File: src/rtl/fp32_pkg.sv
// Shared FP32 definitions: field layout, exponent constants, divider FSM states.
// Combinational helpers only, no latency.
// No flow control; imported by the divider and the multiplier bench.
package fp32_pkg;

  localparam int         FP32_BIAS    = 127;
  localparam logic [7:0] FP32_EXP_MAX = 8'hFF;

  typedef struct packed {
    logic        sign;
    logic [7:0]  exp;
    logic [22:0] frac;
  } fp32_t;

  typedef enum logic [1:0] {IDLE, DIV, NORM, DONE} state_t;

  // Special-case class decided at accept time.
  typedef enum logic [1:0] {K_NONE, K_EXC, K_DBZ, K_AZERO} kind_t;

  function automatic fp32_t fp32_unpack(input logic [31:0] x);
    return fp32_t'(x);
  endfunction

  function automatic logic fp32_exp_is_max(input logic [7:0] e);
    return e == FP32_EXP_MAX;
  endfunction

  // Flush-to-zero: any operand with a zero exponent field counts as zero.
  function automatic logic fp32_exp_is_zero(input logic [7:0] e);
    return e == 8'h00;
  endfunction

endpackage

File: src/rtl/fp32_div_seq_if.sv
// Operand/result handshake bundle for the sequential FP32 divider.
// No latency; wires only.
// Valid/ready on both the operand and the result side.
interface fp32_div_seq_if;
  logic        in_valid;
  logic        in_ready;
  logic [31:0] a_operand;
  logic [31:0] b_operand;
  logic        out_valid;
  logic        out_ready;
  logic [31:0] result;
  logic        Exception;
  logic        Overflow;
  logic        Underflow;
  logic        DivByZero;

  modport master (
    output in_valid, a_operand, b_operand, out_ready,
    input  in_ready, out_valid, result, Exception, Overflow, Underflow, DivByZero
  );

  modport slave (
    input  in_valid, a_operand, b_operand, out_ready,
    output in_ready, out_valid, result, Exception, Overflow, Underflow, DivByZero
  );
endinterface

File: src/rtl/fp32_mant_div_seq.sv
// Restoring mantissa divider, one quotient bit per cycle, MSB first.
// APPROX_BITS cycles after start; done is high during the final iteration.
// No backpressure: start is only issued when idle, q holds until the next start.
module fp32_mant_div_seq #(
  parameter int APPROX_BITS = 25
) (
  input  logic        clk,
  input  logic        rst,
  input  logic        start,
  input  logic [23:0] ma,
  input  logic [23:0] mb,
  output logic        done,
  output logic [24:0] q
);

  localparam logic [4:0] Q_TOP    = 5'd24;
  localparam logic [4:0] LAST_CNT = 5'(APPROX_BITS - 1);

  logic [25:0] rem;
  logic [23:0] mb_q;
  logic [4:0]  cnt;
  logic        busy;
  logic        borrow;
  logic [25:0] trial;

  assign done = busy && (cnt == LAST_CNT);

  // Trial subtraction of the divisor from the partial remainder.
  always_comb begin
    {borrow, trial} = {1'b0, rem} - {3'b000, mb_q};
  end

  // Iteration: keep the difference when it did not borrow, shift, record the bit.
  always_ff @(posedge clk) begin
    if (rst) begin
      rem  <= '0;
      mb_q <= '0;
      q    <= '0;
      cnt  <= '0;
      busy <= 1'b0;
    end else if (start) begin
      rem  <= {2'b00, ma};
      mb_q <= mb;
      q    <= '0;
      cnt  <= '0;
      busy <= 1'b1;
    end else if (busy) begin
      if (!borrow) begin
        rem           <= trial << 1;
        q[Q_TOP - cnt] <= 1'b1;
      end else begin
        rem <= rem << 1;
      end
      cnt <= cnt + 5'd1;
      if (done) busy <= 1'b0;
    end
  end

endmodule

File: src/rtl/fp32_div_seq.sv
// Sequential FP32 divider a/b, truncating, flush-to-zero, with special-case flags.
// Specials: out_valid one edge after accept; normal: APPROX_BITS+1 edges after accept.
// One op in flight; in_ready only in IDLE; result and flags held until out_ready.
module fp32_div_seq
  import fp32_pkg::*;
#(
  parameter int APPROX_BITS = 25
) (
  input  logic           clk,
  input  logic           rst,
  fp32_div_seq_if.slave  bus
);

  state_t      state;
  kind_t       kind_in, kind_q;
  fp32_t       a_in, b_in;
  logic        sign_q;
  logic [7:0]  ea_q, eb_q;
  logic        start;
  logic        core_done;
  logic [24:0] q;
  logic signed [9:0] e_raw, e_adj;
  logic [22:0] frac_n;

  assign a_in  = fp32_unpack(bus.a_operand);
  assign b_in  = fp32_unpack(bus.b_operand);
  assign start = (state == IDLE) && bus.in_valid && (kind_in == K_NONE);

  // Classify incoming operands in priority order: NaN/Inf, divide by zero, zero dividend.
  always_comb begin
    kind_in = K_NONE;
    if (fp32_exp_is_max(a_in.exp) || fp32_exp_is_max(b_in.exp)) kind_in = K_EXC;
    else if (fp32_exp_is_zero(b_in.exp))                       kind_in = K_DBZ;
    else if (fp32_exp_is_zero(a_in.exp))                       kind_in = K_AZERO;
  end

  fp32_mant_div_seq #(.APPROX_BITS(APPROX_BITS)) u_mant (
    .clk   (clk),
    .rst   (rst),
    .start (start),
    .ma    ({1'b1, a_in.frac}),
    .mb    ({1'b1, b_in.frac}),
    .done  (core_done),
    .q     (q)
  );

  // Exponent difference and single-step normalisation of the quotient (in [0.5, 2)).
  always_comb begin
    e_raw  = $signed({2'b00, ea_q}) - $signed({2'b00, eb_q}) + 10'(FP32_BIAS);
    e_adj  = e_raw;
    frac_n = q[23:1];
    if (!q[24]) begin
      e_adj  = e_raw - 10'sd1;
      frac_n = q[22:0];
    end
  end

  // Control FSM with registered handshake, result and flags.
  always_ff @(posedge clk) begin
    if (rst) begin
      state         <= IDLE;
      kind_q        <= K_NONE;
      sign_q        <= 1'b0;
      ea_q          <= '0;
      eb_q          <= '0;
      bus.in_ready  <= 1'b1;
      bus.out_valid <= 1'b0;
      bus.result    <= '0;
      bus.Exception <= 1'b0;
      bus.Overflow  <= 1'b0;
      bus.Underflow <= 1'b0;
      bus.DivByZero <= 1'b0;
    end else begin
      case (state)
        IDLE: begin
          if (bus.in_valid) begin
            kind_q        <= kind_in;
            sign_q        <= a_in.sign ^ b_in.sign;
            ea_q          <= a_in.exp;
            eb_q          <= b_in.exp;
            bus.in_ready  <= 1'b0;
            bus.result    <= '0;
            bus.Exception <= 1'b0;
            bus.Overflow  <= 1'b0;
            bus.Underflow <= 1'b0;
            bus.DivByZero <= 1'b0;
            state         <= (kind_in == K_NONE) ? DIV : NORM;
          end
        end
        DIV: begin
          if (core_done) state <= NORM;
        end
        NORM: begin
          case (kind_q)
            K_EXC: begin
              bus.result    <= '0;
              bus.Exception <= 1'b1;
            end
            K_DBZ: begin
              bus.result    <= {sign_q, FP32_EXP_MAX, 23'd0};
              bus.DivByZero <= 1'b1;
            end
            K_AZERO: bus.result <= {sign_q, 31'd0};
            default: begin
              if (e_adj >= 10'sd255) begin
                bus.result   <= {sign_q, FP32_EXP_MAX, 23'd0};
                bus.Overflow <= 1'b1;
              end else if (e_adj <= 10'sd0) begin
                bus.result    <= {sign_q, 31'd0};
                bus.Underflow <= 1'b1;
              end else begin
                bus.result <= {sign_q, e_adj[7:0], frac_n};
              end
            end
          endcase
          bus.out_valid <= 1'b1;
          state         <= DONE;
        end
        DONE: begin
          if (bus.out_ready) begin
            bus.out_valid <= 1'b0;
            bus.in_ready  <= 1'b1;
            state         <= IDLE;
          end
        end
        default: state <= IDLE;
      endcase
    end
  end

endmodule

File: src/flat_wrapper.sv
// flat-port wrapper written by rule: the top's interface ports become plain ports
module fp32_div_seq_flat import fp32_pkg::*;
#(
  parameter int APPROX_BITS = 25
)
  (clk, rst, bus_in_valid, bus_a_operand, bus_b_operand, bus_out_ready, bus_in_ready, bus_out_valid, bus_result, bus_Exception, bus_Overflow, bus_Underflow, bus_DivByZero);
  fp32_div_seq_if bus_i ();
  input  logic clk;
  input  logic rst;
  input wire logic [$bits(bus_i.in_valid)-1:0] bus_in_valid;
  input wire logic [$bits(bus_i.a_operand)-1:0] bus_a_operand;
  input wire logic [$bits(bus_i.b_operand)-1:0] bus_b_operand;
  input wire logic [$bits(bus_i.out_ready)-1:0] bus_out_ready;
  output wire logic [$bits(bus_i.in_ready)-1:0] bus_in_ready;
  output wire logic [$bits(bus_i.out_valid)-1:0] bus_out_valid;
  output wire logic [$bits(bus_i.result)-1:0] bus_result;
  output wire logic [$bits(bus_i.Exception)-1:0] bus_Exception;
  output wire logic [$bits(bus_i.Overflow)-1:0] bus_Overflow;
  output wire logic [$bits(bus_i.Underflow)-1:0] bus_Underflow;
  output wire logic [$bits(bus_i.DivByZero)-1:0] bus_DivByZero;
  assign bus_i.in_valid = bus_in_valid;
  assign bus_i.a_operand = bus_a_operand;
  assign bus_i.b_operand = bus_b_operand;
  assign bus_i.out_ready = bus_out_ready;
  assign bus_in_ready = bus_i.in_ready;
  assign bus_out_valid = bus_i.out_valid;
  assign bus_result = bus_i.result;
  assign bus_Exception = bus_i.Exception;
  assign bus_Overflow = bus_i.Overflow;
  assign bus_Underflow = bus_i.Underflow;
  assign bus_DivByZero = bus_i.DivByZero;
  fp32_div_seq #(.APPROX_BITS(APPROX_BITS)) u_core (.clk(clk), .rst(rst), .bus(bus_i));
endmodule
File: config.mk
export PLATFORM = sky130hd
export DESIGN_NAME = fp32_div_seq_flat
export DESIGN_NICKNAME = d
export VERILOG_FILES = /design/src/rtl/fp32_pkg.sv /design/src/rtl/fp32_div_seq_if.sv /design/src/rtl/fp32_mant_div_seq.sv /design/src/rtl/fp32_div_seq.sv /design/src/flat_wrapper.sv
export SDC_FILE = /design/constraint.sdc
export NUM_CORES = 1
export LEC_CHECK = 0
export BUFFER_PORTS_ARGS = -buffer_cell sky130_fd_sc_hd__buf_2
export CAP_MARGIN = 20
export CORE_MARGIN = 2
export CORE_UTILIZATION = 58
export CTS_CLUSTER_DIAMETER = 60
export DETAILED_ROUTE_END_ITERATION = 8
export PLACE_DENSITY = 0.87
export SYNTH_ARGS = -nofsm -noshare
export SYNTH_HDL_FRONTEND = slang
export SYNTH_SLANG_ARGS = --single-unit
export TNS_END_PERCENT = 50
File: constraint.sdc
create_clock -name clk -period 4.4 [get_ports clk]
set_clock_uncertainty 0.05 [all_clocks]
set_input_delay 0 -clock clk [delete_from_list [all_inputs] [get_ports clk]]
set_output_delay 0 -clock clk [all_outputs]
set_load 0.05 [all_outputs]
# Word-level counts from Yosys, hierarchy flattened
# Index checks and enable logic that the tools add are counted.
totals:
  regBits: 140
  input_bits: 68
  word_cells: 113
op_classes:
  n_addsub: 6
  n_lt_le_gt_ge: 4
  n_mux: 39
  reduce_logical: 25
  bitwise: 3
  eq_ne: 18
op_table:
  columns: ["cell", "n"]
  rows:
  - ["$pmux W32 S3", 1]
  - ["$pmux W32 S2", 1]
  - ["$mux W31", 2]
  - ["$mux W24", 2]
  - ["$mux W32", 1]
  - ["$sub A26 B24 Y27", 1]
  - ["$mux W26", 1]
  - ["$or A25 B25 Y25", 1]
  - ["$mux W23", 1]
  - ["$eq A8 B8 Y1 const B", 2]
  - ["$logic_not A8 Y1", 2]
  - ["$mux W1", 14]
  - ["$mux W2", 7]
  - ["$pmux W1 S2", 6]
  - ["$reduce_and A3 Y1", 4]
  - ["$add A10 B8 Y10 const B", 1]
  - ["$ge A10 B9 Y1 const B", 1]
  - ["$le A10 B1 Y1 const B", 1]
  - ["$mux W10", 1]
  - ["$ne A2 B1 Y1 const B", 5]
  - ["$sub A10 B2 Y10 const B", 1]
  - ["$sub A8 B8 Y9", 1]
  - ["$eq A2 B2 Y1 const B", 4]
  - ["$ne A2 B2 Y1 const B", 4]
  - ["19 further kinds", 30]

# Longest topological paths before layout
depth:
  depth_word: 9
  ltp_mapped: 17
  ltp_nobuf: 16

# Cells and area by module
# A second synthesis with hierarchy kept.
unflattened:
  cells_unflattened: 1000
  hier_area_um2: 8117.8
by_module_without_submodules:
  columns: ["module", "area_each_um2", "n_inst", "cells_each"]
  rows:
  - ["fp32_mant_div_seq", 4745.8, 1, 597]
  - ["fp32_div_seq", 3372.0, 1, 403]

# Worst setup path before layout
# Ideal clock, no wire load.
synth_path:
  path_kind: "reg2reg"
  startpoint: "register u_core.ea_q[0]"
  endpoint: "register u_core.bus.result[10]"
  slack_ns: 1.102
  required_ns: 4.283
  arrival_ns: 3.180
  path_stages_with_launch: 17
  path_cell_list: "dfxtp_1 inv_1 ha_1 inv_1 fa_1 inv_1 ha_1 a21oi_1 o21ai_0 mux2_2 a32oi_1 xor2_1 o31ai_2 a2111oi_2 nand2_2 buf_6 o21ai_2"
synth_via:
  elab_chain_cells: 9
  word_cells_on_any_way: 10
  classes_between: "add/sub (3); order compare (2); mux (5)"
synth_lines:
  columns: ["item", "line_no", "source"]
  rows:
  - ["from (decl)", "fp32_div_seq.sv:18", "logic [7:0] ea_q, eb_q;"]
  - ["from (signal assigned)", "fp32_div_seq.sv:79", "ea_q <= a_in.exp;"]
  - ["$sub A8 B8 Y9 *", "fp32_div_seq.sv:49", "e_raw = $signed({2'b00, ea_q}) - $signed({2'b00, eb_q}) + 10'(FP32_BIAS);"]
  - ["$add A10 B8 Y10 *", "fp32_div_seq.sv:49", null]
  - ["$sub A10 B2 Y10", "fp32_div_seq.sv:53", "e_adj = e_raw - 10'sd1;"]
  - ["$mux W10 *", "fp32_div_seq.sv:52", "if (!q[24]) begin"]
  - ["$le A10 B1 Y1", "fp32_div_seq.sv:108", "end else if (e_adj <= 10'sd0) begin"]
  - ["$mux W31", "fp32_div_seq.sv:108", null]
  - ["$mux W31 *", "fp32_div_seq.sv:105", "if (e_adj >= 10'sd255) begin"]
  - ["$pmux W32 S3 *", "fp32_div_seq.sv:94", "case (kind_q)"]
  - ["$pmux W32 S2 *", "fp32_div_seq.sv:74", "case (state)"]
  - ["to (signal assigned)", "fp32_div_seq.sv:106", "bus.result <= {sign_q, FP32_EXP_MAX, 23'd0};"]
  - ["to (signal assigned)", "fp32_div_seq.sv:109", "bus.result <= {sign_q, 31'd0};"]
  - ["to (signal assigned)", "fp32_div_seq.sv:112", "bus.result <= {sign_q, e_adj[7:0], frac_n};"]
  - ["to (decl)", "fp32_div_seq_if.sv:24", "output in_ready, out_valid, result, Exception, Overflow, Underflow, DivByZero"]
# Mark *: on every way between the ends. The rest lies on a longest branch, timed or not.
# A chain may end at the register's enable or synchronous reset.

# Final worst setup path
layout_path:
  startpoint: "register u_core.ea_q[0]"
  endpoint: "register u_core.bus.result[2]"
# The elaborated chain is that of the path after synthesis.

==> flow_summary.ini <==
[run_status]
status = finished, final reports clean

[synth]
async_reset_ff_frac = 0
ys_ff_latch = 140
syn-num-nets = 1112
synth.cell_area_um2 = 7870
synthDistinctLibCells = 66
synth_edf_count = 0
synth-seq-area-share = 0.356
syn_area_per_cell_um2 = 7.88
yosys_warnings = 0
syn_inst = 999
ys.flop_type = dfxtp_1

[placement]
portBuffers = 105
place_inst = 1241
gp_congestion = 0.919
dp_hpwl_um = 12900

[floorplan]
core_area_um2 = 13200
die_area_um2 = 14500
ioPinCount = 106
placementRows = 42
dieHeight_um = 120
die_x_um = 120
initial_core_util = 0.594

[sta]
fin_setup_tns_ns = 0
tightest_slew_ns = 0.787
rsz0062_at_grt = no
clock.fmax_ghz = 0.248
min_period_ns = 4.04
hold_viol = 0
fin_hold_ws_ns = 0.0645
slew_headroom = 0.470
setup_viol = 0
report.final.slew_viol_count = 0
timing.final.crit_share = 0.917

[route]
firstDrtPassIters = 5
drc = 0
viasPerCell = 5.79
dr_wl_met3_um = 1180
wl_met2_um = 10600
vias = 7791
drt_iter0_markers = 628
drt_wl_total_um = 21100
routed.top_layer = met4
wl_met1_um = 8540
drtAntennaViolNets = 0
wl_per_cell_um = 15.7

[worst_setup_path]
critPathCaptureType = register
timing.rr.start = u_core.ea_q[0]
worstPathArrival_ns = 4.33
critPathRequiredTime_ns = 4.69
critPathKind = register to register
start_kind = register
r2r_cells = 14
ff2ff_setup_slack_ns = 0.36
reg2reg_to = u_core.bus.result[2]
cp_max_fo = 23

[hold_path]
min_path_cells = 4
worst_hold_startpoint = bus_in_valid
hold_class = input pin to register
hold_end = u_core.bus.in_ready

[cells_and_area]
drive_gt1_frac = 0.162
final_core_util = 0.743
fin_cells = 1346
area_growth_pct = 25.0
fin_nets = 1270
diodes = 0

[global_route]
grt_max_degree = 67
grt_pass1_wl_um = 34500
grtUsageTotal = 0.294
grt-ovfl-total = 0
antenna_found_initial = 0
grt_pass1_vias = 7600

[clock_tree]
h-tree-depth = 4
cts_tree = built
clk_pin_slew_worst_paths_ns = 0.06
cts-root-buf = clkbuf_16
cts_inserted_buffers = 17
cts.sink_count = 140
clock_latency_ns = 0.43
clockBufferDepth = 2

[power]
p_sw_frac = 0.442
seqPwrFrac = 0.238
p_comb_frac = 0.547
leakagePower_nw = 4.03
switchingPower_w = 0.00298
clkPwrFrac = 0.215
p_per_area_nw_per_um2 = 686
vdd_drop_max_v = 0.000356
p_int_w = 0.00377

[run]
maxCapViolCount = 0
## power groups by stage
stage          registers (W)  logic (W)  clock network, W
6_report             0.00160    0.00370           0.00145
2_1_floorplan        0.00169    0.00269                 0
3_3_place_gp         0.00161    0.00337                 0
3_5_place_dp         0.00162    0.00345                 0
5_1_grt              0.00163    0.00407           0.00151
4_1_cts              0.00160    0.00360           0.00146
## cell usage after synthesis, drive strengths merged (6+ instances only)
library cell  count  area share
buf              11      0.0081
or3               8      0.0064
mux2i            29       0.037
a311o             8       0.010
a211oi            9      0.0099
o21ai            54       0.044
nand2b           15       0.012
a21o             19       0.018
xor2             16       0.019
o21a             11       0.010
nor2             92       0.044
ha               43       0.068
xnor2            28       0.031
nand4             9      0.0072
a31oi            14       0.011
a21oi           116       0.074
nand2           173       0.083
nor3             22       0.014
inv              51       0.024
dfxtp           140        0.36
clkbuf           42       0.020
a31o              6      0.0067
o211ai           10      0.0095
nand3            11      0.0070
and3              6      0.0048
## state kept, by name, indices dropped and copies added, names as in the netlist
signal	cells
u_core.bus.out_valid	1
u_core.u_mant.q	25
u_core.bus.Overflow	1
u_core.kind_q	2
u_core.u_mant.busy	1
u_core.ea_q	8
u_core.bus.Underflow	1
u_core.u_mant.rem	26
u_core.state	2
u_core.bus.DivByZero	1
u_core.u_mant.cnt	5
u_core.sign_q	1
u_core.bus.result	32
u_core.eb_q	8
u_core.u_mant.mb_q	24
u_core.bus.Exception	1
u_core.bus.in_ready	1
## critical path: stages, from the launching register on
cell,delay [ns]
dfxtp_1,0.31
inv_1,0.06
ha_1,0.16
inv_1,0.06
fa_1,0.41
xnor2_1,0.42
nand3_1,0.31
nor3_1,0.29
mux2_2,0.25
a32oi_1,0.12
xor2_1,0.29
o31ai_2,0.17
a2111oi_2,0.48
nand2_4,0.30
o21ai_0,0.26
## final cells by class
class / count / area (µm²)
Tap cell: 176 / 220
Fill cell: 981 / 3400
Timing Repair Buffer: 192 / 1360
Clock inverter: 13 / 155
Inverter: 51 / 191
Sequential cell: 140 / 2800
Multi-Input combinational cell: 755 / 4660
Clock buffer: 19 / 443
## layout by cell type, fill, tap and decap left out, types with 3 or more instances in the layout
cell / netlist / routed
buf_2: 6 / 105
o21a_1: 11 / 11
a31oi_1: 14 / 14
inv_1: 51 / 51
a311oi_1: 4 / 4
a211o_1: 5 / 5
nor2b_1: 3 / 3
nor3_1: 22 / 22
o2111ai_1: 3 / 3
ha_1: 43 / 43
or3_1: 8 / 8
inv_6: 0 / 6
o21ai_0: 33 / 33
dfxtp_1: 140 / 140
xnor2_1: 28 / 28
buf_4: 0 / 14
nand3_1: 11 / 11
o21ai_2: 20 / 20
o211ai_1: 10 / 10
a21o_1: 19 / 19
nand4_1: 9 / 9
a311o_1: 8 / 8
nand2_1: 172 / 172
clkinv_4: 0 / 4
nor2_1: 92 / 92
a211oi_1: 7 / 7
a21oi_1: 115 / 115
nand2b_1: 15 / 15
and3_1: 6 / 6
nor4_1: 5 / 4
a31o_2: 6 / 6
xor2_1: 15 / 15
clkbuf_16: 0 / 17
dlygate4sd3_1: 0 / 73
mux2i_1: 29 / 29
## worst max path at each step
stage | startpoint | slack (ns) | depth (start not counted) | end
2_1_floorplan | u_core.ea_q[0] | 1.10 | 16 | u_core.bus.result[10]
3_3_place_gp | u_core.ea_q[0] | 0.63 | 14 | u_core.bus.result[2]
3_5_place_dp | u_core.ea_q[0] | 0.45 | 14 | u_core.bus.result[2]
4_1_cts | u_core.ea_q[0] | 0.36 | 14 | u_core.bus.result[2]
5_1_grt | u_core.ea_q[0] | 0.07 | 14 | u_core.bus.result[2]
6_report | u_core.ea_q[0] | 0.36 | 14 | u_core.bus.result[2]
## metrics by stage
stage | area, µm² | power [W] | setup slack (ns)
detailed placement | 8500 | 0.00507 | 0.448
global route | 9840 | 0.00720 | 0.0670
global placement | 8500 | 0.00499 | 0.628
finish | 9840 | 0.00675 | 0.363
floorplan | 7870 | 0.00438 | 1.10
CTS | 9830 | 0.00666 | 0.364
## timing repair
action                                 4_1_cts  5_1_grt
setup endpoints to repair                    0        2
hold buffers                                73        0
buffers inserted                             0        0
gates resized for setup                      0        1
endpoints found under the hold margin       70        0
## routing by layer
metal  vias up  track usage
met3        70       0.0580
met5         -            0
met2       312        0.517
met1      3603        0.341
met4         0        0.140
li1       3806            -
## cells by family after synthesis
| logic type | share of synthesized area |
|---|---|
| AOI/OAI and AO/OA | 0.233 |
| xor gates and xnor gates | 0.0499 |
| adders and majority gates | 0.0735 |
| buffers and inverters | 0.0525 |
| DFF | 0.356 |
| muxes | 0.0383 |
| and+or+nand+nor | 0.197 |
No activity file was read; power rests on OpenSTA's default activity.
